### config.mk
export PLATFORM = sky130hd
export DESIGN_NAME = fp_align_stage
export DESIGN_NICKNAME = d
export VERILOG_FILES = /design/src/rtl/fp_pkg.sv /design/src/rtl/fp_unpack.sv /design/src/rtl/fp_align_stage.sv
export SDC_FILE = /design/constraint.sdc
export NUM_CORES = 1
export LEC_CHECK = 0
export CORE_UTILIZATION = 40
export DETAILED_ROUTE_END_ITERATION = 10
export GPL_TIMING_DRIVEN = 1
export PLACE_DENSITY = 0.66
export SETUP_SLACK_MARGIN = 0.5
export SLEW_MARGIN = 20
export SYNTH_ARGS = -nofsm -noshare
export SYNTH_HDL_FRONTEND = slang
export SYNTH_SLANG_ARGS = --single-unit
### constraint.sdc
create_clock -name clk -period 5.03 [get_ports clk]
set_input_delay 1.2575 -clock clk [delete_from_list [all_inputs] [get_ports clk]]
set_output_delay 1.2575 -clock clk [all_outputs]
set_load 0.05 [all_outputs]
### src/rtl/fp_pkg.sv
// Shared widths, alignment constants and FSM encoding for the FP adder pipeline.
package fp_pkg;
    localparam int EXP_W       = 8;
    localparam int FRAC_W      = 23;
    localparam int MANT_W      = 24;
    localparam int ALIGN_CLAMP = 25;

    typedef enum logic [1:0] {
        IDLE  = 2'd0,
        SHIFT = 2'd1,
        HOLD  = 2'd2
    } state_t;
endpackage

### src/rtl/fp_unpack.sv
// Combinational unpack of an IEEE-754 single into sign, effective exponent,
// mantissa with hidden bit, and an Inf/NaN flag.
module fp_unpack
    import fp_pkg::*;
(
    input  logic [31:0]       word,
    output logic              sign,
    output logic [EXP_W-1:0]  exp_eff,
    output logic [MANT_W-1:0] mant,
    output logic              special
);
    logic [EXP_W-1:0] field;

    assign field   = word[30:23];
    assign sign    = word[31];
    // Denormals share the scale of exponent 1 but lack the hidden bit.
    assign exp_eff = (field == '0) ? EXP_W'(1) : field;
    assign mant    = {field != '0, word[FRAC_W-1:0]};
    assign special = (field == '1);
endmodule

### src/rtl/fp_align_stage.sv
// FP adder pre-add alignment: unpacks both operands and right-shifts the
// smaller-exponent mantissa STEP bits per cycle, collecting a sticky bit.
module fp_align_stage
    import fp_pkg::*;
#(
    parameter int STEP = 4
) (
    input  logic              clk,
    input  logic              rst_n,
    input  logic              in_valid,
    output logic              in_ready,
    input  logic [31:0]       in_a,
    input  logic [31:0]       in_b,
    input  logic              in_op,
    output logic              out_valid,
    input  logic              out_ready,
    output logic              out_a_sign,
    output logic              out_b_sign,
    output logic [MANT_W-1:0] out_a_mant,
    output logic [MANT_W-1:0] out_b_mant,
    output logic [EXP_W-1:0]  out_exp,
    output logic              out_op,
    output logic              out_sticky,
    output logic              out_special
);
    localparam logic [EXP_W-1:0] STEP_K = EXP_W'(STEP);
    localparam logic [EXP_W-1:0] CLAMP  = EXP_W'(ALIGN_CLAMP);

    state_t           state_reg;
    logic [EXP_W-1:0] rem_reg;
    logic             shift_b_reg;

    logic [31:0]       word_u [2];
    logic              sign_u [2];
    logic [EXP_W-1:0]  exp_u  [2];
    logic [MANT_W-1:0] mant_u [2];
    logic              spec_u [2];

    assign word_u[0] = in_a;
    assign word_u[1] = in_b;

    genvar gi;
    generate
        for (gi = 0; gi < 2; gi++) begin : g_unpack
            fp_unpack u_unpack (
                .word    (word_u[gi]),
                .sign    (sign_u[gi]),
                .exp_eff (exp_u[gi]),
                .mant    (mant_u[gi]),
                .special (spec_u[gi])
            );
        end
    endgenerate

    logic             a_smaller;
    logic [EXP_W-1:0] diff;
    logic [EXP_W-1:0] exp_max;
    logic             special_in;

    assign a_smaller  = exp_u[0] < exp_u[1];
    assign diff       = a_smaller ? (exp_u[1] - exp_u[0]) : (exp_u[0] - exp_u[1]);
    assign exp_max    = a_smaller ? exp_u[1] : exp_u[0];
    assign special_in = spec_u[0] | spec_u[1];

    logic [EXP_W-1:0]  step_k;
    logic [MANT_W-1:0] shift_src;
    logic [MANT_W-1:0] shifted;
    logic              step_lost;

    // One shift step: k = min(STEP, rem); lost bits feed the sticky flag.
    always_comb begin
        step_k    = (rem_reg < STEP_K) ? rem_reg : STEP_K;
        shift_src = shift_b_reg ? out_b_mant : out_a_mant;
        shifted   = shift_src >> step_k;
        step_lost = |(shift_src & ~({MANT_W{1'b1}} << step_k));
    end

    assign in_ready = (state_reg == IDLE);

    always_ff @(posedge clk or negedge rst_n) begin
        if (!rst_n) begin
            state_reg   <= IDLE;
            rem_reg     <= '0;
            shift_b_reg <= 1'b0;
            out_valid   <= 1'b0;
            out_a_sign  <= 1'b0;
            out_b_sign  <= 1'b0;
            out_a_mant  <= '0;
            out_b_mant  <= '0;
            out_exp     <= '0;
            out_op      <= 1'b0;
            out_sticky  <= 1'b0;
            out_special <= 1'b0;
        end else begin
            case (state_reg)
                IDLE: if (in_valid) begin
                    out_a_sign  <= sign_u[0];
                    out_b_sign  <= sign_u[1];
                    out_a_mant  <= mant_u[0];
                    out_b_mant  <= mant_u[1];
                    out_exp     <= exp_max;
                    out_op      <= in_op;
                    out_special <= special_in;
                    out_sticky  <= 1'b0;
                    shift_b_reg <= !a_smaller;
                    rem_reg     <= diff;
                    if (special_in || diff == '0) begin
                        state_reg <= HOLD;
                        out_valid <= 1'b1;
                    end else if (diff >= CLAMP) begin
                        // Everything falls off the end; only the sticky survives.
                        if (a_smaller) begin
                            out_a_mant <= '0;
                            out_sticky <= |mant_u[0];
                        end else begin
                            out_b_mant <= '0;
                            out_sticky <= |mant_u[1];
                        end
                        state_reg <= HOLD;
                        out_valid <= 1'b1;
                    end else begin
                        state_reg <= SHIFT;
                    end
                end
                SHIFT: begin
                    if (shift_b_reg) out_b_mant <= shifted;
                    else             out_a_mant <= shifted;
                    out_sticky <= out_sticky | step_lost;
                    rem_reg    <= rem_reg - step_k;
                    if (rem_reg == step_k) begin
                        state_reg <= HOLD;
                        out_valid <= 1'b1;
                    end
                end
                HOLD: if (out_ready) begin
                    state_reg <= IDLE;
                    out_valid <= 1'b0;
                end
                default: state_reg <= IDLE;
            endcase
        end
    end
endmodule

==> summary.txt <==
Timing
  • Setup ws final: 0.5963 ns
  • TNS Setup: 0 ns
  • Period utilization: 88.15%
  • Final min period: 4.434 ns
  • Endpoints failing setup: 0
  • Unrepaired setup endpoints after global routing: false
  • Slew margin rel.: 24.08%
  • Worst Tran Pin Value: 1.135 ns
  • Fmax: 0.2255 GHz
  • Final Hold Viols: 0
  • Pins over their slew limit: 0
  • Clk_skew: 0.01007 ns

Finish
  • Area Growth Syn to Fin: 34.61%
  • Final net count: 916
  • Layout Cells excl Fill: 1018
  • N_diodes: 0
  • Largest registers: out_a_mant x24, out_b_mant x24
  • Share of layout cells above drive strength 1: 18.82%

GRT
  • Number of global-route vias before repair: 5895
  • Global route overflow: 0
  • Initial antenna violation count: 0
  • Gr usage total: 25.67%
  • Global-route wire length before repair: 31.63 mm
  • Pin count of the biggest net entering global routing: 74

Setup path
  • Delay-heaviest family, CP: compound AO/OA/AOI/OAI gates
  • Worst setup SP type: primary input
  • WP buf/inv: 4
  • Slowest CP cell: clkdlybuf4s50_1
  • Critical Path AT: 4.67 ns
  • WP data required: 5.26 ns
  • Cell Chain, Critical Path: clkdlybuf4s50_1, nor4_1, nand2_1, nand2b_1, ha_1, inv_1, fa_2, nand2_2, o211a_4, a211oi_1, a211o_1, a211o_4, a311oi_4, buf_4, clkbuf_16, o22ai_2
  • Worst path max stage delay: 0.45 ns
  • Crit-path max FO: 12
  • Crit Path Category: in -> reg
  • Critical Path End Type: flip-flop

Run
  • Max-cap violations: 0

Synthesis
  • Post-synth EDFFs: 0
  • Seq/Total Area, Yosys: 30.57%
  • YS warnings: 0
  • Async SR Flop Fraction: 100.0%
  • Post-Syn Area: 5976 um2
  • Mean Syn Cell Area: 8.452 um2
  • Post-synth cell types: 67
  • Seq cells post-synth: 73
  • Most used flip-flop cell after synthesis: dfrtp_1
  • Mapped Cells: 707
  • Syn_nets: 794

Route
  • Drt initial violations: 416
  • Post-Route WL: 20.11 mm
  • DRC: 0
  • DR WL/cell: 19.75 um
  • DR vias: 6076
  • Vias per cell: 5.969
  • Drt first pass iters: 5
  • Post-route ant nets: 0

Floorplanning
  • Num ports: 132
  • Std-Cell Rows: 44
  • Die area: 15430 um2
  • Core footprint: 14530 um2
  • Die width: 124.2 um
  • Initial Util: 41.12%
  • DIE HEIGHT: 124.2 um

Place
  • Port bufs: 131
  • Placed Cells incl. Taps: 996
  • Dpl ws: 0.002628 ns
  • DPL Wire Length: 14.48 mm
  • GPL Wtd Cong: 0.9262

Status
  • Status: complete, no violations

Clock network
  • Root buffer cell: clkbuf_16
  • Sink Count: 73
  • Clock slew at reported path FFs: 0.07 ns
  • Clock buffer depth: 2
  • Number of CTS-inserted buffers: 9
  • Clock latency on the worst-skew pair: 0.35 ns
  • H-tree Lvls: 3
  • CTS tree: built

Hold path
  • Hold Path Class: reg -> reg

Power
  • Leak: 3.267 nW
  • Cell area power density: 671.4 nW/um2
  • Peak supply drop: 0.0003640 V
routing by layer:
layer | up-vias | track usage, % | wire length, um
li1 | 2802 | - | -
met1 | 2985 | 34.88 | 8860
met2 | 263 | 40.20 | 9400
met3 | 26 | 5.603 | 1480
met4 | 0 | 8.859 | 368
met5 | - | 0 | 0
tightest hold or removal path: cells and delay by family, from the launching register on:
family	cells	cell delay [ns]
DFF	1	0.34
and+or+nand+nor	2	0.10
cell type report:
class                      instances  area (um2)
multi-input combinational        558        3936
clock buffer                      11       252.7
tap                              184       230.2
clock inverter                     5       62.56
sequential                        73        1827
fill                            1348        6490
timing repair buffer             166        1657
inverter                          21       78.83
final timing paths:
| check | startpoint | slack [ns] | to | depth (start not counted) |
|---|---|---|---|---|
| max | in_b[23] | 0.60 | out_a_mant[2]$_DFFE_PN0P_ | 16 |
| min | out_special$_DFFE_PN0P_ | 0.47 | out_special$_DFFE_PN0P_ | 2 |
| max reg2reg | rem_reg[3]$_DFFE_PN0P_ | 1.68 | out_a_mant[19]$_DFFE_PN0P_ | 8 |
| min reg2reg | out_special$_DFFE_PN0P_ | 0.47 | out_special$_DFFE_PN0P_ | 2 |
| max in group asynchronous | rst_n | 3.32 | out_a_mant[15]$_DFFE_PN0P_ | 1 |
| min in group asynchronous | rst_n | 1.07 | rem_reg[6]$_DFFE_PN0P_ | 1 |
per-stage QoR:
stage / total power (W) / cell area [um2] / util, % / hold WS (ns)
after floorplan: 0.003573 / 5976 / - / 0.4643
after global placement: 0.004562 / 7513 / 51.70 / 0.4635
after detailed placement: 0.004627 / 7513 / 51.70 / 0.4627
after CTS: 0.005357 / 7895 / 54.32 / 0.4783
after global routing: 0.005696 / 8044 / 55.35 / 0.4987
final: 0.005401 / 8044 / 55.35 / 0.4739
cell usage in the layout (no fill, tap or decap), types with 9 or more instances in the layout:
cell / Yosys / layout
clkbuf_16: 0 / 10
ha_1: 16 / 15
clkdlybuf4s50_1: 0 / 126
o22ai_2: 18 / 18
o21ai_2: 22 / 23
mux4_2: 18 / 18
a211oi_1: 11 / 11
mux2i_1: 21 / 21
o211ai_1: 16 / 16
buf_4: 1 / 31
dfrtp_1: 73 / 73
nand2b_1: 11 / 11
nand2_1: 128 / 126
nand4_1: 9 / 9
mux2_2: 16 / 16
inv_1: 21 / 21
nor2_1: 70 / 70
o21ai_0: 59 / 59
nor3_1: 10 / 10
a21oi_1: 39 / 38
nor4_1: 17 / 14
where the power goes:
group | switching (W) | internal, W | leakage, nW
clock | 0.000273 | 0.000414 | 0.148
sequential | 0.000355 | 0.000882 | 0.873
combinational | 0.00211 | 0.00136 | 2.25
total | 0.00274 | 0.00266 | 3.27
cell families after synthesis:
kind of cell	count (synthesis)	synth area share [%]
compound gates	211	25.98
xor+xnor	2	0.4189
fa+ha+maj	18	4.020
buf+inv	76	5.486
flops	73	30.57
mux	55	13.32
other cells	1	0.06275
simple gates	271	20.14
cell usage after synthesis, types with 9 or more instances:
| cell | count | area [um2] |
|---|---|---|
| nand2_1 | 128 | 480.5 |
| ha_1 | 16 | 200.2 |
| nor2_1 | 70 | 262.8 |
| nand2b_1 | 11 | 68.82 |
| clkbuf_1 | 43 | 161.4 |
| o21ai_2 | 22 | 192.7 |
| dfrtp_1 | 73 | 1827 |
| a21oi_1 | 39 | 195.2 |
| nor3_1 | 10 | 50.05 |
| o21ai_0 | 59 | 295.3 |
| a211oi_1 | 11 | 82.58 |
| mux4_2 | 18 | 405.4 |
| o211ai_1 | 16 | 120.1 |
| nand4_1 | 9 | 56.30 |
| mux2_2 | 16 | 180.2 |
| mux2i_1 | 21 | 210.2 |
| inv_1 | 21 | 78.83 |
| nor4_1 | 17 | 106.4 |
| o22ai_2 | 18 | 225.2 |
timing repair:
item | 4_1_cts | 5_1_grt
endpoints found under the setup margin | 50 | 52
buffers inserted | 1 | 3
endpoints found under the hold margin | 0 | 0
hold buffers | 0 | 0
pin swaps | 1 | 6
resized for setup | 4 | 19
gates cloned | 1 | 1
No activity file was read; power rests on OpenSTA's default activity.
